`src/rtl/imm_encoder.sv`:
```
// RV32I immediate encoder: packs opcode, register fields, funct3 and a signed
// immediate into an instruction word, range-checks the immediate, and queues results.
module imm_encoder #(
   parameter int DEPTH = 2,
   parameter int CNT_W = 16,
   parameter int ERR_W = 8
) (
   input  logic             clk,
   input  logic             rst_n,
   input  logic             in_valid,
   output logic             in_ready,
   input  logic [2:0]       fmt,
   input  logic [6:0]       opcode,
   input  logic [4:0]       rd,
   input  logic [4:0]       rs1,
   input  logic [4:0]       rs2,
   input  logic [2:0]       funct3,
   input  logic [31:0]      imm,
   output logic             out_valid,
   input  logic             out_ready,
   output logic [31:0]      out_inst,
   output logic             out_err,
   input  logic             clr_cnt,
   output logic [CNT_W-1:0] enc_count,
   output logic [ERR_W-1:0] err_count
);

   localparam int AW = $clog2(DEPTH);
   localparam logic [AW:0] FULL_CNT = (AW+1)'(DEPTH);
   localparam logic [31:0] NOP_INST = 32'h0000_0013;

   // Handshake: a word moves on a rising edge when valid && ready on that side;
   // ready never depends combinationally on the same side's valid.

   logic [31:0] packed_inst;
   logic        range_ok;
   logic [31:0] word_inst;
   logic        word_err;

   logic        hi11_ok, hi12_ok, hi20_ok;

   assign hi11_ok = (&imm[31:11]) | ~(|imm[31:11]);
   assign hi12_ok = (&imm[31:12]) | ~(|imm[31:12]);
   assign hi20_ok = (&imm[31:20]) | ~(|imm[31:20]);

   always_comb begin
      packed_inst = '0;
      range_ok    = 1'b0;
      case (fmt)
         3'b000: begin
            packed_inst = {imm[11:0], rs1, funct3, rd, opcode};
            range_ok    = hi11_ok;
         end
         3'b001: begin
            packed_inst = {imm[11:5], rs2, rs1, funct3, imm[4:0], opcode};
            range_ok    = hi11_ok;
         end
         3'b010: begin
            packed_inst = {imm[12], imm[10:5], rs2, rs1, funct3, imm[4:1], imm[11], opcode};
            range_ok    = hi12_ok & ~imm[0];
         end
         3'b011: begin
            packed_inst = {imm[31:12], rd, opcode};
            range_ok    = ~(|imm[11:0]);
         end
         3'b100: begin
            packed_inst = {imm[20], imm[10:1], imm[11], imm[19:12], rd, opcode};
            range_ok    = hi20_ok & ~imm[0];
         end
         default: begin
            packed_inst = '0;
            range_ok    = 1'b0;
         end
      endcase
   end

   // Rejected immediates still produce a harmless NOP so downstream sees one word per request.
   assign word_inst = range_ok ? packed_inst : NOP_INST;
   assign word_err  = ~range_ok;

   logic [32:0]   mem_q [DEPTH];
   logic [AW-1:0] wr_ptr_q, wr_ptr_d;
   logic [AW-1:0] rd_ptr_q, rd_ptr_d;
   logic [AW:0]   count_q, count_d;
   logic          push, pop;

   assign in_ready  = rst_n & (count_q < FULL_CNT);
   assign out_valid = (count_q != '0);
   assign push      = in_valid & in_ready;
   assign pop       = out_valid & out_ready;

   // Gated by out_valid so an empty queue (including right after reset) shows zeros.
   assign out_inst = out_valid ? mem_q[rd_ptr_q][31:0] : '0;
   assign out_err  = out_valid ? mem_q[rd_ptr_q][32]   : 1'b0;

   always_comb begin
      wr_ptr_d = push ? wr_ptr_q + 1'b1 : wr_ptr_q;
      rd_ptr_d = pop  ? rd_ptr_q + 1'b1 : rd_ptr_q;
      count_d  = count_q;
      case ({push, pop})
         2'b10:   count_d = count_q + 1'b1;
         2'b01:   count_d = count_q - 1'b1;
         default: count_d = count_q;
      endcase
   end

   always_ff @(posedge clk) begin
      if (push) begin
         mem_q[wr_ptr_q] <= {word_err, word_inst};
      end
   end

   logic [CNT_W-1:0] enc_q, enc_d;
   logic [ERR_W-1:0] errc_q, errc_d;

   always_comb begin
      enc_d  = enc_q;
      errc_d = errc_q;
      if (clr_cnt) begin
         enc_d  = '0;
         errc_d = '0;
      end else if (pop) begin
         if (enc_q != '1) enc_d = enc_q + 1'b1;
         if (out_err && (errc_q != '1)) errc_d = errc_q + 1'b1;
      end
   end

   always_ff @(posedge clk or negedge rst_n) begin
      if (!rst_n) begin
         wr_ptr_q <= '0;
         rd_ptr_q <= '0;
         count_q  <= '0;
         enc_q    <= '0;
         errc_q   <= '0;
      end else begin
         wr_ptr_q <= wr_ptr_d;
         rd_ptr_q <= rd_ptr_d;
         count_q  <= count_d;
         enc_q    <= enc_d;
         errc_q   <= errc_d;
      end
   end

   assign enc_count = enc_q;
   assign err_count = errc_q;

endmodule

```
`config.mk`:
```
export PLATFORM = sky130hd
export DESIGN_NAME = imm_encoder
export DESIGN_NICKNAME = d
export VERILOG_FILES = /design/src/rtl/imm_encoder.sv
export SDC_FILE = /design/constraint.sdc
export NUM_CORES = 1
export LEC_CHECK = 0
export ABC_CLOCK_PERIOD_IN_PS = 6300
export CAP_MARGIN = 10
export CORE_MARGIN = 1
export CORE_UTILIZATION = 40
export CTS_BUF_LIST = sky130_fd_sc_hd__clkbuf_16
export CTS_CLUSTER_DIAMETER = 100
export DETAILED_ROUTE_END_ITERATION = 8
export PLACE_DENSITY = 0.67
export SLEW_MARGIN = 25
export SYNTH_ARGS = -nofsm -noshare
export SYNTH_HDL_FRONTEND = slang
export SYNTH_SLANG_ARGS = --single-unit
```
`constraint.sdc`:
```
create_clock -name clk -period 6.3 [get_ports clk]
set_input_delay 0.63 -clock clk [delete_from_list [all_inputs] [get_ports clk]]
set_output_delay 0.63 -clock clk [all_outputs]
set_load 0.02 [all_outputs]
```
* Word-level counts from Yosys, hierarchy flattened *
Memory sizes are Yosys's and may differ from the RTL's.
Index checks and enable logic that the tools add are counted.

word-level totals
  bits in writable memories = 66
  input bits = 65
  output and inout port bits = 59
  ROM bits = 0
  latch bits = 0
  logic and storage cells = 66
  register bits = 28
  memories = 1

memories
  name   depth  bits a word  rd ports  clocked after Yosys merged registers in  write ports  line  RTL
  mem_q  2      33           1         0                                        1            81    logic [32:0] mem_q [DEPTH];

cells by class
  $lt $le $gt $ge = 1
  div/mod/pow operators = 0
  equal/unequal tests = 8
  shift-type cells = 0
  reductions and logical operators = 17
  add/sub/neg operators = 6
  multiplexer cells = 14
  $mul = 0
  bitwise operators = 14

operators by type and width
  cell                                            count
  case mux 32 bit (5 select lines)                1
  2-to-1 mux 32 bit                               2
  2-to-1 mux 16 bit                               3
  2-to-1 mux 8 bit                                3
  OR reduction 12 bit                             2
  AND reduction 21 bit                            1
  OR reduction 21 bit                             1
  AND reduction 20 bit                            1
  OR reduction 20 bit                             1
  adder 16 x 1 -> 16 bit (second input constant)  1
  != test 16 bit (second input constant)          1
  AND reduction 12 bit                            1
  nonzero test 2 bit                              5
  adder 8 x 1 -> 8 bit (second input constant)    1
  != test 8 bit (second input constant)           1
  == test 3 x 2 -> 1 bit (second input constant)  2
  NOT 1 bit                                       6
  AND 1 bit                                       5
  case mux 1 bit (4 select lines)                 1
  case mux 2 bit (2 select lines)                 1
  AND reduction 2 bit                             2
  == test 3 x 1 -> 1 bit (second input constant)  1
  == test 3 bit (second input constant)           1
  logical NOT 3 bit                               1
  10 further kinds                                15

* Longest topological paths before layout *
  depth in word-level cells = 6
  gate-level depth with buffers = 8
  gate-level depth less buffers = 6

* Worst setup path after synthesis *
OpenSTA, ideal clock, no wires.

  path type = input-to-reg
  from = input rst_n
  to = memory mem_q[0][0], enable pin
  setup slack = 3.250 ns
  required time = 5.877 ns
  library setup time = 0.423 ns
  arrival = 2.627 ns
  stages = 3
  path buffers = 0
  cells stage by stage = nor2b_1 -> nand2_1 -> nor2_1

on the way
  longest elaborated chain between the ends = 4

RTL lines
  item                                    line  RTL
  start, declared                         9     input logic rst_n,
  AND 1 bit                               87    assign in_ready = rst_n & (count_q < FULL_CNT);
  AND 1 bit                               89    assign push = in_valid & in_ready;
  2-to-1 mux 1 bit                        108   if (push) begin
  2-to-1 mux 1 bit (implied by the code)  109   mem_q[wr_ptr_q] <= {word_err, word_inst};
  end, declared                           81

No other way between the ends.

* Worst setup path in the final report *
  from = register rd_ptr_q
  to = output out_err

on the way
  longest elaborated chain between the ends = 2

RTL lines
  item                    line  RTL
  start, declared         83    logic [AW-1:0] rd_ptr_q, rd_ptr_d;
  start signal, assigned  137   rd_ptr_q <= rd_ptr_d;
  memory (2 x 33 bit)     n/a
  2-to-1 mux 1 bit        94    assign out_err = out_valid ? mem_q[rd_ptr_q][32] : 1'b0;
  end, declared           22    output logic out_err,

No other way between the ends.

==> Implementation_results.wiki <==
{| class="wikitable"
! Metric !! Value
|-
| Reg2Reg Capture Point || err_count[5]
|-
| Share of flip-flops with an asynchronous set or reset || 29.8%
|-
| Summed instance area of the synthesized netlist || 4680 um^2
|-
| Bufs and invs on worst path || 1
|-
| Routed wire length || 11000 um
|-
| Global-route congestion overflow total || 0
|-
| Reg2Reg Launch Point || rd_ptr_q
|-
| Number of violations reported at the end of detailed-routing iteration 0 || 223
|-
| Maximum fanout encountered on the critical timing path || 34
|-
| Cts repair resizes || 0
|-
| Sum Neg Setup Slack || 0 ps
|-
| Launch point of the worst path || rd_ptr_q
|-
| # Max-Cap Violations || 0
|-
| Final HPWL from detailed placement || 7780 um
|-
| RePlAce Congestion || 0.847
|-
| Post-route core utilization || 55.3%
|-
| Final layout net count || 601
|-
| Count of flip-flops with a built-in enable after synthesis || 66
|-
| Most used DFF post-synth || edfxtp_1
|-
| Synthesis Warnings || 0
|-
| Clock tree from TritonCTS || done
|-
| Worst Hold Depth || 1
|-
| Setup Crit Path Kind || register to output pin
|-
| CTS root buffer || clkbuf_16
|-
| Met1 capacity usage during global routing || 25.0%
|-
| Layout overhead on the synthesized area || 35.0%
|-
| Number of unique standard cell types used by synthesis || 46
|-
| Number of routed nets with antenna violations || 0
|-
| Highest attainable clock frequency || 319 MHz
|-
| Power Dens Cells || 342 nW/um^2
|-
| Residual DRC count || 0
|-
| Clock buffers created by TritonCTS || 9
|-
| Number of setup violations in the final report || 0
|-
| CP max-delay cell || dfrtp_2
|-
| Worst slack at placement || 3190 ps
|-
| Flop-to-flop setup slack || 3850 ps
|-
| HP Class || register to register
|-
| PnR worst setup slack || 3170 ps
|-
| Number of placement rows || 39
|-
| Startpoint of the tightest hold check path || count_q[1]
|-
| Number of search-and-repair iterations in the first detailed-routing pass || 5
|-
| Share of layout cells above drive strength 1 || 6.33%
|-
| Maximum count of clock buffers along a single path || 2
|-
| # Post-CTS Setup Buffers || 0
|-
| Dominant cells by area after synthesis || edfxtp_1, dfrtp_1, nor2_1
|-
| H-tree Lvls || 3
|-
| Vias in the first global route || 3448
|-
| Largest area contributor in the synthesized netlist || edfxtp_1
|-
| Arrival time at the worst endpoint || 2500 ps
|-
| Share of the yosys chip area belonging to registers || 57.4%
|-
| Number of buffers inserted for hold repair after clock tree synthesis || 0
|-
| RSZ-0062 raised after global routing || no
|-
| Yosys top cell area share || 42.4%
|-
| Pin count of the biggest net entering global routing || 35
|-
| Post-Syn Instances || 417
|-
| Die Y-Extent || 110 um
|-
| Final Hold Viols || 0
|-
| Number of antenna diodes || 0
|-
| Core box area || 11400 um^2
|-
| Number of sinks handled by clock tree synthesis || 94
|-
| Critical path, cell by cell || mux2_2 > and2_1 > clkdlybuf4s50_1
|-
| Ratio of routed vias to standard cells || 5.43
|-
| Post-synthesis net count || 485
|-
| Required time of the critical path || 5670 ps
|-
| Global-route layer with the greatest usage || met2
|-
| Worst path max stage delay || 1040 ps
|-
| Worst Reg2Reg Path Length in Cells || 5
|-
| Global-route wire length before repair || 17200 um
|-
| Met2 routing resource usage after global routing || 30.8%
|-
| Vias post-DR || 3689
|-
| Static leakage power || 0.00228 uW
|-
| Hold Path Sink || count_q[1]
|-
| Clock-pin transition on the worst setup and hold timing paths || 60 ps
|-
| Cell class contributing the biggest share of worst-path delay || flip-flops
|-
| Post-synthesis average cell area || 11.2 um^2
|-
| Result of the run || finished, final reports clean
|-
| Overall global routing resource usage || 19.0%
|-
| Flip-flop and latch count after synthesis || 94
|-
| Critical path endpoint category || output pin
|-
| Share of the clock period used by the worst path after layout || 49.8%
|-
| Area of the die || 12100 um^2
|-
| Final max-slew violation count || 0
|-
| Worst clock skew || 4.55 ps
|-
| Port Buffers || 123
|-
| Fin crit period || 3130 ps
|-
| Critical Path Start Type || register
|-
| Tightest slew margin relative to the limit || 32.5%
|-
| Clock latency at the later pin of the worst-skew pair || 330 ps
|-
| Actual transition at the worst max-transition pin || 1010 ps
|-
| Horizontal die dimension || 110 um
|-
| VDD IR-drop max || 174 uV
|-
| Initial antenna violation count || 0
|-
| I/O pin total || 124
|-
| Met3 Use GR || 4.06%
|-
| Average wire length per cell after detail routing || 16.2 um
|-
| Starting density of the core || 41.0%
|}
[worst max path at each step]
stage,endpoint,slack [ps],cells past startpoint
6_report,out_err,3170,3
5_1_grt,out_err,3040,3
4_1_cts,out_err,3140,3
3_5_place_dp,mem_q[1][27],3190,7
3_3_place_gp,mem_q[0][13],3260,5
2_1_floorplan,mem_q[0][0],3250,3
[kinds of logic (layout without fill, tap and decap cells)]
kind of cell	after synthesis	count (layout)	synth area share, %
fa+ha+maj	3	3	0.803
simple gates	161	161	16.3
compound gates	67	67	9.52
xor+xnor	22	22	4.12
mux	43	43	9.44
buf+inv	27	147	2.43
flops	94	94	57.4
[cells in the final DEF, fill, tap and decap left out, drive strengths merged, types with 5 or more instances in the layout]
master / netlist / layout
a22oi: 23 / 23
nor2: 93 / 93
xnor2: 11 / 11
nor4: 10 / 10
clkdlybuf4s50: 0 / 123
mux2i: 34 / 34
clkbuf: 12 / 9
mux2: 9 / 9
xor2: 11 / 11
a21oi: 15 / 15
or3: 5 / 5
nand3: 9 / 9
o21ai: 13 / 13
edfxtp: 66 / 66
nor3: 6 / 6
inv: 6 / 7
nand2: 7 / 7
a21o: 5 / 5
nand4: 9 / 9
nor2b: 9 / 9
dfrtp: 28 / 28
[cell type report]
type                       instances  area, um^2
inverter                           6        22.5
clock buffer                       9         225
timing repair buffer             126        1250
multi-input combinational        296        1900
sequential                        94        2680
fill                            1028        5100
tap                              143         179
clock inverter                     6        55.1
[per-layer routing]
metal	vias to the layer above	wire length (um)
li1	1779	-
met1	1758	5060
met2	142	5150
met3	10	678
met4	0	151
met5	-	0
[power by group]
group	total, uW	internal (uW)	switching, uW
Combinational	822	398	423
Clock	518	301	218
Sequential	817	727	89.1
[synthesized netlist by cell type (2+ instances only)]
cell type,instances
a21o_1,5
a21oi_1,15
a22oi_1,23
a31oi_1,2
and4_1,2
buf_1,4
buf_2,4
clkbuf_1,12
dfrtp_1,28
edfxtp_1,66
ha_1,3
inv_1,6
mux2_2,8
mux2i_1,34
nand2_1,7
nand3_1,9
nand4_1,8
nor2_1,93
nor2b_1,9
nor3_1,6
nor4_1,10
o2111ai_1,3
o21ai_0,6
o21ai_1,6
or2_2,2
or3_1,5
or4_1,2
xnor2_1,11
xor2_1,11
[per-stage QoR]
step | instance area, um^2 | hold slack, ps | std cells | power (uW)
2_1_floorplan | 4680 | 334 | 417 | 1260
3_3_place_gp | 6030 | 533 | 665 | 1650
3_5_place_dp | 6030 | 540 | 665 | 1660
4_1_cts | 6310 | 552 | 680 | 2180
5_1_grt | 6310 | 577 | 680 | 2260
6_report | 6310 | 546 | 680 | 2160
[state kept, by name (all words and copies together) (netlist names)]
register	flops
enc_count	16
rd_ptr_q	1
err_count	8
wr_ptr_q	1
count_q	2
mem_q	66
Power figures use the tool's default switching activity.
